[src/rtl/led_ctrl_if.sv]
// Configuration write port for led_ctrl: one strobe plus the channel settings it loads.
interface led_ctrl_if #(
   parameter int unsigned PER_W = 12
) ();
   logic             cfg_wr;
   logic [3:0]       cfg_ch;
   logic [1:0]       cfg_mode;
   logic [PER_W-1:0] cfg_period;
   logic [3:0]       cfg_burst;

   modport master (
      output cfg_wr,
      output cfg_ch,
      output cfg_mode,
      output cfg_period,
      output cfg_burst
   );

   modport slave (
      input cfg_wr,
      input cfg_ch,
      input cfg_mode,
      input cfg_period,
      input cfg_burst
   );
endinterface

[src/rtl/led_ctrl.sv]
// Multi-channel LED driver: per-channel OFF/ON/BLINK/BURST patterns timed by a shared
// free-running tick prescaler.
module led_ctrl #(
   parameter int unsigned N_CH        = 4,
   parameter int unsigned TICK_DIV    = 12500,
   parameter int unsigned PER_W       = 12,
   parameter int unsigned GAP_PERIODS = 4,
   parameter bit          ACT_LOW     = 1'b1
) (
   input  logic            clk,
   input  logic            rst,
   led_ctrl_if.slave       cfg,
   output logic [N_CH-1:0] led_out,
   output logic            tick_o
);

   localparam int unsigned CNT_W = (TICK_DIV > 1) ? $clog2(TICK_DIV) : 1;
   localparam int unsigned GAP_W = (GAP_PERIODS > 1) ? $clog2(GAP_PERIODS) : 1;

   localparam logic [1:0] ModeOff   = 2'd0;
   localparam logic [1:0] ModeOn    = 2'd1;
   localparam logic [1:0] ModeBlink = 2'd2;
   localparam logic [1:0] ModeBurst = 2'd3;

   typedef enum logic [1:0] {
      StOnPh,
      StOffPh,
      StGap
   } burst_st_e;

   logic [CNT_W-1:0] div_q;

   logic [1:0]       mode_q  [N_CH];
   logic [1:0]       mode_d  [N_CH];
   logic [PER_W-1:0] per_q   [N_CH];
   logic [PER_W-1:0] per_d   [N_CH];
   logic [3:0]       burst_q [N_CH];
   logic [3:0]       burst_d [N_CH];
   logic [PER_W-1:0] phase_q [N_CH];
   logic [PER_W-1:0] phase_d [N_CH];
   logic [3:0]       flash_q [N_CH];
   logic [3:0]       flash_d [N_CH];
   logic [GAP_W-1:0] gap_q   [N_CH];
   logic [GAP_W-1:0] gap_d   [N_CH];
   burst_st_e        st_q    [N_CH];
   burst_st_e        st_d    [N_CH];
   logic [N_CH-1:0]  lit_q;
   logic [N_CH-1:0]  lit_d;
   logic [N_CH-1:0]  wr_hit;
   logic [N_CH-1:0]  evt;

   // Free-running; tick_o is the registered wrap of the divider.
   always_ff @(posedge clk or negedge rst) begin
      if (!rst) begin
         div_q  <= '0;
         tick_o <= 1'b0;
      end else begin
         div_q  <= (div_q == CNT_W'(TICK_DIV - 1)) ? '0 : div_q + CNT_W'(1);
         tick_o <= (div_q == CNT_W'(TICK_DIV - 1));
      end
   end

   // A period of 0 behaves as 1, so the event compare is against max(per,1)-1.
   always_comb begin
      for (int i = 0; i < N_CH; i++) begin
         wr_hit[i] = cfg.cfg_wr && (cfg.cfg_ch == 4'(i));
         evt[i]    = tick_o &&
                     (phase_q[i] == ((per_q[i] == '0) ? '0 : per_q[i] - PER_W'(1)));
      end
   end

   always_comb begin
      for (int i = 0; i < N_CH; i++) begin
         mode_d[i]  = mode_q[i];
         per_d[i]   = per_q[i];
         burst_d[i] = burst_q[i];
         phase_d[i] = phase_q[i];
         flash_d[i] = flash_q[i];
         gap_d[i]   = gap_q[i];
         st_d[i]    = st_q[i];
         lit_d[i]   = lit_q[i];

         if (wr_hit[i]) begin
            // A write wins over a coincident tick for its own channel.
            mode_d[i]  = cfg.cfg_mode;
            per_d[i]   = cfg.cfg_period;
            burst_d[i] = cfg.cfg_burst;
            phase_d[i] = '0;
            flash_d[i] = '0;
            gap_d[i]   = '0;
            st_d[i]    = StOnPh;
            lit_d[i]   = 1'b0;
         end else begin
            if (tick_o) begin
               phase_d[i] = evt[i] ? '0 : phase_q[i] + PER_W'(1);
            end

            unique case (mode_q[i])
               ModeOff:   lit_d[i] = 1'b0;
               ModeOn:    lit_d[i] = 1'b1;
               ModeBlink: begin
                  if (evt[i]) begin
                     lit_d[i] = ~lit_q[i];
                  end
               end
               ModeBurst: begin
                  if (burst_q[i] == 4'd0) begin
                     // Zero-flash groups park the channel dark in the gap.
                     st_d[i]    = StGap;
                     flash_d[i] = '0;
                     gap_d[i]   = '0;
                  end else if (evt[i]) begin
                     unique case (st_q[i])
                        StOnPh: begin
                           flash_d[i] = flash_q[i] + 4'd1;
                           st_d[i]    = StOffPh;
                        end
                        StOffPh: begin
                           st_d[i] = (flash_q[i] == burst_q[i]) ? StGap : StOnPh;
                        end
                        default: begin
                           if (gap_q[i] == GAP_W'(GAP_PERIODS - 1)) begin
                              gap_d[i]   = '0;
                              flash_d[i] = '0;
                              st_d[i]    = StOnPh;
                           end else begin
                              gap_d[i] = gap_q[i] + GAP_W'(1);
                           end
                        end
                     endcase
                  end
                  lit_d[i] = (st_d[i] == StOnPh);
               end
               default: lit_d[i] = 1'b0;
            endcase
         end
      end
   end

   always_ff @(posedge clk or negedge rst) begin
      if (!rst) begin
         for (int i = 0; i < N_CH; i++) begin
            mode_q[i]  <= ModeOff;
            per_q[i]   <= PER_W'(1);
            burst_q[i] <= '0;
            phase_q[i] <= '0;
            flash_q[i] <= '0;
            gap_q[i]   <= '0;
            st_q[i]    <= StOnPh;
         end
         lit_q   <= '0;
         led_out <= {N_CH{ACT_LOW}};
      end else begin
         for (int i = 0; i < N_CH; i++) begin
            mode_q[i]  <= mode_d[i];
            per_q[i]   <= per_d[i];
            burst_q[i] <= burst_d[i];
            phase_q[i] <= phase_d[i];
            flash_q[i] <= flash_d[i];
            gap_q[i]   <= gap_d[i];
            st_q[i]    <= st_d[i];
         end
         lit_q   <= lit_d;
         led_out <= lit_q ^ {N_CH{ACT_LOW}};
      end
   end

endmodule

[src/flat_wrapper.sv]
// flat-port wrapper written by rule: the top's interface ports become plain ports
module led_ctrl_flat 
#(
   parameter int unsigned N_CH        = 4,
   parameter int unsigned TICK_DIV    = 12500,
   parameter int unsigned PER_W       = 12,
   parameter int unsigned GAP_PERIODS = 4,
   parameter bit          ACT_LOW     = 1'b1
)
  (clk, rst, led_out, tick_o, cfg_cfg_wr, cfg_cfg_ch, cfg_cfg_mode, cfg_cfg_period, cfg_cfg_burst);
  led_ctrl_if #(.PER_W(PER_W)) cfg_i ();
  input  logic clk;
  input  logic rst;
  output logic [N_CH-1:0] led_out;
  output logic tick_o;
  input wire logic [$bits(cfg_i.cfg_wr)-1:0] cfg_cfg_wr;
  input wire logic [$bits(cfg_i.cfg_ch)-1:0] cfg_cfg_ch;
  input wire logic [$bits(cfg_i.cfg_mode)-1:0] cfg_cfg_mode;
  input wire logic [$bits(cfg_i.cfg_period)-1:0] cfg_cfg_period;
  input wire logic [$bits(cfg_i.cfg_burst)-1:0] cfg_cfg_burst;
  assign cfg_i.cfg_wr = cfg_cfg_wr;
  assign cfg_i.cfg_ch = cfg_cfg_ch;
  assign cfg_i.cfg_mode = cfg_cfg_mode;
  assign cfg_i.cfg_period = cfg_cfg_period;
  assign cfg_i.cfg_burst = cfg_cfg_burst;
  led_ctrl #(.N_CH(N_CH), .TICK_DIV(TICK_DIV), .PER_W(PER_W), .GAP_PERIODS(GAP_PERIODS), .ACT_LOW(ACT_LOW)) u_core (.clk(clk), .rst(rst), .cfg(cfg_i), .led_out(led_out), .tick_o(tick_o));
endmodule
[config.mk]
export PLATFORM = sky130hd
export DESIGN_NAME = led_ctrl_flat
export DESIGN_NICKNAME = d
export VERILOG_FILES = /design/src/rtl/led_ctrl_if.sv /design/src/rtl/led_ctrl.sv /design/src/flat_wrapper.sv
export SDC_FILE = /design/constraint.sdc
export NUM_CORES = 1
export LEC_CHECK = 0
export ABC_AREA = 1
export ABC_CLOCK_PERIOD_IN_PS = 3900
export CAP_MARGIN = 0
export CORE_MARGIN = 2
export CORE_UTILIZATION = 62
export DETAILED_ROUTE_END_ITERATION = 10
export PLACE_DENSITY = 0.9
export SLEW_MARGIN = 20
export SYNTH_ARGS = -nofsm -noshare
export SYNTH_HDL_FRONTEND = slang
export SYNTH_SLANG_ARGS = --single-unit
[constraint.sdc]
create_clock -name clk -period 3.9 [get_ports clk]
set_clock_uncertainty 0.15 [all_clocks]
set_input_delay 0.39 -clock clk [delete_from_list [all_inputs] [get_ports clk]]
set_output_delay 0.39 -clock clk [all_outputs]
set_load 0.01 [all_outputs]
==> results by group <==
Power and ir drop
  • Part of the power in registers: 0.416
  • Comb pwr share: 0.299
  • Clock Power Share: 0.285
  • Total design power: 5.80 mW
  • Pwr Density: 490 nW/um^2
  • P_sw: 2.18 mW
  • Worst vdd ir: 366 uV
  • Sw Ratio: 0.375
  • Internal: 3.62 mW
  • Pleak: 5.55 nW

Routing
  • Via count: 9833
  • DR WL/cell: 14.7 um
  • DRT Wirelength: 25600 um
  • DR vias/cell: 5.66
  • DRT iter0 DRCs: 922
  • Pre-antenna DRT Iters: 6
  • DRC: 0
  • Antenna viol nets, final: 0

Min path
  • Cells on Worst Hold Path: 1
  • Hold Path End: u_core.led_out[2]
  • Min-delay src: u_core.lit_q[2]
  • Tightest Hold Check Type: reg -> reg

Floorplan
  • I/O pin count: 30
  • Die area: 18400 sq um
  • Core area: 17100 sq um
  • Die Y: 136 um
  • Rows: 48
  • Initial Util: 0.629
  • Chip width: 136 um

STA
  • Tmin final: 3050 ps
  • Post-route clock period utilization: 0.782
  • Least-Margin Pin Slew: 896 ps
  • Slew HR: 0.402
  • Fmax: 328 MHz
  • TNS Setup: 0 ps
  • RSZ-0062 raised after global routing: no
  • Final setup violation count: 0
  • Worst setup margin: 850 ps
  • Final hold vios: 0
  • Slew Viols, Final: 0

Critical path
  • Cells on worst reg2reg path: 14
  • Crit. path cell count: 14
  • Startpoint Class: register
  • CP bufs+invs: 1
  • CP Class: reg -> reg
  • Reg-to-reg slack, setup: 850 ps
  • CP arrival: 3230 ps
  • Critical Path RT: 4080 ps
  • CP most frequent cell: nand3_1
  • Reg-to-reg endpoint: u_core.gap_q[5]
  • Top fanout value on the critical path: 17
  • CP Capture Type: register
  • Worst setup startpoint: u_core.per_q[24]
  • CP delay by family, top: simple AND/OR/NAND/NOR gates
  • CP Cell Sequence: inv_2 > ha_1 > nand2_2 > nor2_4 > nand2_4 > nand3_1 > xor2_1 > or2_1 > nor3_1 > nand3_1 > nand2_1 > nand3_1 > nand2_1 > o21ai_1
  • Reg2reg start: u_core.per_q[24]
  • Slowest cell delay on critical path: 530 ps
  • Crit-path slowest cell: dfstp_2

Synth
  • Cells after Synth: 1473
  • Synth Cell Area: 10800 sq um
  • #FFs+latches synth: 175
  • Post-synth top area cell: dfrtp_1
  • Ys Warns: 0
  • Synth top area share: 0.388
  • Area contributors post-synth: dfrtp_1 (39%), nand2_1 (13%), inv_1 (6.8%), o21ai_0 (6.7%), nand3_1 (5.3%)
  • Sequential element share of the synthesized area: 0.407
  • Synthesized area per cell: 7.31 sq um
  • Syn_nets: 1515
  • Cell variety after synth: 50

Clocking
  • H-tree depth: 4
  • CTS tree: yes
  • Clock root cell: clkbuf_16
  • Max Buffers Root-to-Sink: 2
  • Post-CTS setup buffers: 0
  • Clk slew on worst S/H paths: 70 ps
  • Clock Latency Late Sink: 450 ps
  • Num CTS Buffers: 17
  • Post-CTS sizing: 0
  • Clock sink count: 175
  • CTS Hold Buffers Added: 1

GRT
  • First-pass GRT wire length: 42800 um
  • Largest net degree at the start of global routing: 91
  • Number of global-route vias before repair: 9521
  • Total gr overflow: 0
  • Initial antenna violation count: 0
  • Global-route usage over all layers: 0.290

Run status
  • Status: complete, no violations

Cells and area
  • Register area: 4390 sq um
  • Layout cells sized above 1: 0.0728
  • Multi-input logic area: 5470 sq um
  • Diodes inserted: 0
  • Fillers: 1358
  • Final #Nets: 1540
  • Layout area overhead: 9.82%
  • Final Non-Filler Cells: 1736

Placed design
  • Placed cells: 1703
  • I/O Buffers: 29
  • DP Worst Slack: 891 ps
  • Detail Placement HPWL: 18400 um
  • RD Place Congestion: 0.943

Run
  • Max Cap Viol: 0
[worst max-delay path by stage]
stage	end	slack (ps)
after floorplan	u_core.flash_q[7]	1470
after global placement	u_core.flash_q[11]	990
after detailed placement	u_core.gap_q[5]	890
after CTS	u_core.gap_q[5]	900
after global routing	u_core.flash_q[11]	540
final	u_core.gap_q[5]	850
[cells by family after synthesis]
kind of cell               synth area share
buffers and inverters                0.0863
muxes                              0.000929
xor gates and xnor gates             0.0494
AOI/OAI and AO/OA                     0.121
and+or+nand+nor                       0.315
DFF                                   0.407
adders and majority gates            0.0197
[power groups by stage]
stage          Clock, mW  Sequential [mW]  Combinational, mW
6_report            1.65             2.41               1.73
2_1_floorplan          0             2.38               1.29
4_1_cts             1.67             2.40               1.72
3_3_place_gp           0             2.42               1.63
5_1_grt             1.74             2.45               1.98
3_5_place_dp           0             2.43               1.69
[per-stage QoR]
step	instance area [sq um]	util	hold WS (ps)
floorplan	10800	-	-55.6
global placement	11300	0.658	249
detailed placement	11300	0.658	258
CTS	11800	0.691	267
global route	11800	0.691	288
finish	11800	0.691	270
[sequential cells by signal, indices dropped and copies added (netlist names)]
register,count
u_core.burst_q,16
u_core.div_q,14
u_core.flash_q,16
u_core.gap_q,8
u_core.led_out,4
u_core.lit_q,4
u_core.mode_q,8
u_core.per_q,48
u_core.phase_q,48
u_core.st_q,8
u_core.tick_o,1
[Yosys cell counts, drive strengths merged]
cell     number
o21bai        1
o32ai         1
nor3b         3
dfrtp       167
xnor2         9
o2111ai       2
a21o          1
nand3b        3
a211oi        4
nand2       397
nor3         30
xor2         50
o41ai         1
or2           5
mux2i         1
nand4        43
clkbuf       18
o21ai       166
inv         204
a31oi         2
ha           17
o211ai        8
nor4          8
nor2        132
dfstp         8
clkinv        3
a21oi        14
o22ai        36
and2          1
a41oi         1
nand3       125
buf          12
[worst reg2reg max path, stage by stage, from the launching register on]
cell	delay, ps
dfstp_2	530
inv_2	50
ha_1	250
nand2_2	120
nor2_4	60
nand2_4	160
nand3_1	110
xor2_1	160
or2_1	210
nor3_1	190
nand3_1	380
nand2_1	230
nand3_1	160
nand2_1	100
o21ai_1	60
[layout make-up]
type | count | area share
Tap cell | 225 | 0.0238
Clock inverter | 14 | 0.0103
Timing Repair Buffer | 36 | 0.0303
Multi-Input combinational cell | 1061 | 0.462
Inverter | 207 | 0.0657
Clock buffer | 18 | 0.0371
Sequential cell | 175 | 0.371
[placed cells by master (no fill, tap or decap), drive strengths merged, types with 9 or more instances in the layout]
cell and count:
nand2 397, clkbuf 18, o22ai 36, o21ai 166
dfrtp 167, xor2 50, a21oi 14, inv 212
nand3 125, nor2 132, nor3 30, nand4 43
xnor2 9, clkdlybuf4s50 28, ha 17
[routing by layer]
layer,global-route usage,up-vias,share of wire
li1,-,4869,-
met1,0.357,4628,0.42
met3,0.0503,56,0.051
met4,0.108,0,0.027
met2,0.511,280,0.50
met5,0,-,0
Note: power is estimated with default switching activity, not from simulation.
